**config.mk**
```make
export PLATFORM = sky130hd
export DESIGN_NAME = wb_unit
export DESIGN_NICKNAME = d
export VERILOG_FILES = /design/src/rtl/wb_unit.sv
export SDC_FILE = /design/constraint.sdc
export NUM_CORES = 1
export LEC_CHECK = 0
export BUFFER_PORTS_ARGS = -buffer_cell sky130_fd_sc_hd__clkbuf_2
export CAP_MARGIN = 0
export CORE_MARGIN = 1
export CORE_UTILIZATION = 40
export DETAILED_ROUTE_END_ITERATION = 10
export GPL_TIMING_DRIVEN = 0
export PLACE_DENSITY = 0.74
export SYNTH_ARGS = -nofsm -noshare
export SYNTH_HDL_FRONTEND = slang
export SYNTH_SLANG_ARGS = --single-unit
```
**constraint.sdc**
```tcl
create_clock -name clk -period 3 [get_ports clk]
set_clock_uncertainty 0.05 [all_clocks]
set_input_delay 0.6 -clock clk [delete_from_list [all_inputs] [get_ports clk]]
set_output_delay 0.6 -clock clk [all_outputs]
set_load 0.01 [all_outputs]
```
**src/rtl/wb_unit.sv**
```systemverilog
// Write-back stage: merges ALU and load results onto the register file write port and
// tracks registers with outstanding loads. Define WB_BYPASS_EN to add the write bypass outputs.
module wb_unit #(
    parameter int unsigned XLEN = 32,
    parameter int unsigned NREG = 32
) (
    input  logic            clk,
    input  logic            rst,
    input  logic            alu_valid,
    output logic            alu_ready,
    input  logic [4:0]      alu_rd,
    input  logic [XLEN-1:0] alu_data,
    input  logic            mem_valid,
    input  logic [4:0]      mem_rd,
    input  logic [XLEN-1:0] mem_data,
    input  logic [2:0]      mem_funct3,
    input  logic [1:0]      mem_addr_lo,
    input  logic            iss_valid,
    input  logic [4:0]      iss_rd,
    input  logic [4:0]      rs1_num,
    input  logic [4:0]      rs2_num,
    output logic            rs1_busy,
    output logic            rs2_busy,
`ifdef WB_BYPASS_EN
    output logic            byp_rs1_hit,
    output logic            byp_rs2_hit,
    output logic [XLEN-1:0] byp_data,
`endif
    output logic            w_enable,
    output logic [4:0]      rd_num,
    output logic [XLEN-1:0] rd_data
);

    logic [NREG-1:0] r_busy;
    logic [NREG-1:0] w_busy_next;
    logic            r_wen;
    logic [4:0]      r_rd;
    logic [XLEN-1:0] r_data;
    logic [7:0]      w_byte;
    logic [15:0]     w_half;
    logic [XLEN-1:0] w_load;
    logic            w_alu_take;
    logic            w_rs1_hit;
    logic            w_rs2_hit;

    assign alu_ready  = !rst && !mem_valid && !r_busy[alu_rd];
    assign w_alu_take = alu_valid && alu_ready;

    always_comb begin
        w_byte = 8'h00;
        case (mem_addr_lo)
            2'd0: w_byte = mem_data[7:0];
            2'd1: w_byte = mem_data[15:8];
            2'd2: w_byte = mem_data[23:16];
            2'd3: w_byte = mem_data[31:24];
            default: w_byte = mem_data[7:0];
        endcase
        w_half = mem_addr_lo[1] ? mem_data[31:16] : mem_data[15:0];
        case (mem_funct3)
            3'b000:  w_load = {{(XLEN-8){w_byte[7]}}, w_byte};
            3'b100:  w_load = {{(XLEN-8){1'b0}}, w_byte};
            3'b001:  w_load = {{(XLEN-16){w_half[15]}}, w_half};
            3'b101:  w_load = {{(XLEN-16){1'b0}}, w_half};
            default: w_load = mem_data;
        endcase
    end

    // Clear before set so a load issued in the same cycle keeps its register pending.
    always_comb begin
        w_busy_next = r_busy;
        if (mem_valid) begin
            w_busy_next[mem_rd] = 1'b0;
        end
        if (iss_valid) begin
            w_busy_next[iss_rd] = 1'b1;
        end
        w_busy_next[0] = 1'b0;
    end

    always_ff @(posedge clk) begin
        if (rst) begin
            r_busy <= '0;
            r_wen  <= 1'b0;
            r_rd   <= 5'd0;
            r_data <= '0;
        end else begin
            r_busy <= w_busy_next;
            if (mem_valid) begin
                r_wen <= (mem_rd != 5'd0);
                if (mem_rd != 5'd0) begin
                    r_rd   <= mem_rd;
                    r_data <= w_load;
                end
            end else if (w_alu_take) begin
                r_wen <= (alu_rd != 5'd0);
                if (alu_rd != 5'd0) begin
                    r_rd   <= alu_rd;
                    r_data <= alu_data;
                end
            end else begin
                r_wen <= 1'b0;
            end
        end
    end

    assign w_enable = r_wen;
    assign rd_num   = r_rd;
    assign rd_data  = r_data;

`ifdef WB_BYPASS_EN
    assign w_rs1_hit   = r_wen && (r_rd == rs1_num) && (rs1_num != 5'd0);
    assign w_rs2_hit   = r_wen && (r_rd == rs2_num) && (rs2_num != 5'd0);
    assign byp_rs1_hit = w_rs1_hit;
    assign byp_rs2_hit = w_rs2_hit;
    assign byp_data    = r_data;
`else
    assign w_rs1_hit = 1'b0;
    assign w_rs2_hit = 1'b0;
`endif

    assign rs1_busy = !rst && r_busy[rs1_num] && !w_rs1_hit;
    assign rs2_busy = !rst && r_busy[rs2_num] && !w_rs2_hit;

endmodule

```
==> impl_metrics.yaml <==
synth:
  seq_area_frac_synth: 0.291
  yosys_warnings: 0
  synth_area_leader_cell: "dfxtp_1"
  synth-edff-count: 0
  ys_types: 52
  synth_ff_type: "dfxtp_1"
  synth_compound_area_frac: 0.259
  synth_nets: 611
  async_flop_share: 0
  synth_cells: 512
  synth_fa_ha_area_frac: 0
  synth_seq_cells: 69
  avgSynthCellArea_um2: 9.28
  yosys.area_share.simple: 0.171
  synth.area.mux_share: 0.224
  synth_area_um2: 4750
  synthTopCellsByArea: "dfxtp_1 29%, mux4_2 11%, mux2i_1 11%"
  synthXorXnorAreaFrac: 0
  synth_top_family_by_area: "compound AO/OA/AOI/OAI gates"
  synth.top_cell.area_share: 0.291
pwr:
  ir_drop_uv: 216
  comb_power_share: 0.215
  pwr-share-clk: 0.411
  seqPwrFrac: 0.374
  power.density_nw_per_um2: 454
  p_leak_nw: 2.44
  power_switching_share: 0.293
  p_switching_mw: 0.787
  cell_internal_pwr_mw: 1.90
timing:
  drv_slew: 0
  fin_hold_ws_ns: 0.430
  period_needed_ns: 2.94
  post-route-period-util: 0.981
  max-slew-margin-rel: 0.295
  fmax_ghz: 0.340
  tightest_slew_ns: 1.05
  fin_tns_setup_ns: 0
  finalSetupViolCount: 0
  rsz0062_at_grt: "no"
  hold_violations: 0
floorplan:
  fp-row-count: 39
  start_util: 0.412
  core_area_um2: 11500
  die_h_um: 111
  die_area_um2: 12300
  io-pin-count: 140
  die_x_um: 111
detailed_routing:
  wl_per_cell_um: 19.4
  first_pass_iters: 9
  vias_per_cell: 6.01
  ant_nets: 0
  vias: 4814
  routed_wl_um: 15600
  drcViolationCount: 7
  drt_first_iter_violations: 398
critical_path:
  slowest_stage: "mux4_2"
  crit_path_start_kind: "input port"
  cp_cell_sequence: "clkbuf_2, mux4_2, mux4_2, mux2i_1, nor2_1, clkbuf_2"
  endpoint_kind: "output port"
  slowest_delay_ns: 0.59
  crit_arrival_ns: 2.29
  required_ns: 2.35
  crit_type: "input port to output port"
  cp_max_fo: 9
cts:
  clock_path_buffers: 2
  numCtsBuffers: 9
  h-tree-depth: 3
  cts_hold_buf: 0
  path_clk_slew_ns: 0.06
  cts_tree: "built"
  root_buffer: "clkbuf_16"
  insertion_delay_ns: 0.34
  cts_sinks: 69
layout:
  layout.cells.non_filler: 801
  n_antenna_cell: 0
  final_layout_size_suffix_gt1_frac: 0.337
  syn_to_final_growth_pct: 24.6
  nNetsFinal: 752
  fin_util: 0.514
  final_cell_area_um2: 5920
placed_design:
  dpl.hpwl_um: 11800
  dp_cells: 783
  gp_congestion: 0.873
  dpl_cell_area_um2: 5570
  io_buffers: 128
run_status:
  violations: "DRC"
  status: "complete, but fails checks"
global_routing:
  grt_max_degree: 16
  grt_pass1_wl_um: 24700
  overflow: 0
  grt_usage: 0.255
  antenna_found_initial: 0
  grt_pass1_vias: 4753
job:
  drv_cap: 0
worst_hold_path:
  worstHoldPathType: "flip-flop to flip-flop"
==> per-stage QoR <==
step,setup slack [ns],total power [mW]
finish,0.0562,2.68
global route,0.00377,2.78
global placement,-0.271,1.57
CTS,-0.00215,2.68
floorplan,0.0491,1.37
detailed placement,-0.282,1.59
==> per-layer routing <==
| metal | GRT usage | vias to the layer above | share of wire |
|---|---|---|---|
| met5 | 0 | - | 0 |
| met4 | 0.108 | 0 | 0.027 |
| met3 | 0.0372 | 42 | 0.069 |
| met2 | 0.431 | 212 | 0.49 |
| met1 | 0.324 | 2343 | 0.41 |
| li1 | - | 2217 | - |
==> placed cells by master (no fill, tap or decap), drive strengths merged, types with 13 or more instances in the layout <==
master	count
a2111oi	13
a211o	25
a21oi	34
buf	19
clkbuf	167
dfxtp	69
mux2i	50
mux4	23
nand2	57
nand2b	34
nor2	36
o21ai	34
==> critical path: cells and delay by family <==
| kind | cells | cell delay (ns) |
|---|---|---|
| mux | 3 | 1.21 |
| buf+inv | 2 | 0.42 |
| simple gates | 1 | 0.05 |
==> sequential cells by signal, summed over array words and instances (netlist names) <==
signal / flops
w_enable: 1
rd_data: 32
r_busy: 31
rd_num: 5
==> synth_stat cells (2+ instances only) <==
master     count
a221oi_1       8
a22o_1         6
a2bb2oi_1      6
buf_2          6
nand2b_1      34
clkbuf_1      29
a311oi_2       5
buf_1          2
nor2b_1        7
and3_1         3
a311oi_1       2
a21oi_1       34
and3b_1        2
nor3b_1        4
a2111oi_2     10
a2111oi_0      3
nand3b_1       6
nand3_1        4
nand2_1       57
o21ai_0       34
a211o_1       25
nor2_1        36
buf_6          5
buf_12         2
mux4_2        23
nor3_1         2
or3b_2         2
o221ai_1       6
mux2i_1       50
dfxtp_1       69
a211oi_2       7
mux2_2         3
==> area by class of cell <==
class,count,area [µm²]
well taps,143,179
inverters,2,7.51
repair buffers,131,663
flip-flops and latches,69,1380
clock inverters,6,70.1
fillers,1103,5600
multi-input cells,395,3120
clock buffers,10,239
plain buffers,45,259
==> what timing repair did <==
item | in CTS | in global routing
buffers inserted | 0 | 3
pin swaps | 1 | 0
setup endpoints to repair | 3 | 2
resized for setup | 8 | 1
==> power by group through the flow <==
stage          Sequential, mW  Clock [mW]  Combinational (mW)
5_1_grt                  1.01        1.16               0.617
6_report                 1.00        1.10               0.576
3_5_place_dp             1.02           0               0.563
3_3_place_gp             1.02           0               0.553
4_1_cts                  1.00        1.11               0.568
2_1_floorplan            1.04           0               0.328
==> path summary, 6_finish.rpt <==
check	from	end	slack, ns	cells past startpoint
min	rd_data[28]	rd_data[28]	0.43	2
min reg2reg	rd_data[28]	rd_data[28]	0.43	2
max	rs1_num[1]	rs1_busy	0.06	6
max reg2reg	r_busy[3]	rd_data[5]	0.66	6
==> logic make-up (layout without fill, tap and decap cells) <==
group	after synthesis	in the layout
multiplexers	77	77
buffers and inverters	48	194
flip-flops	69	69
AND/OR/NAND/NOR	162	162
AO/OA/AOI/OAI	156	156
Note: power is estimated with default switching activity, not from simulation.
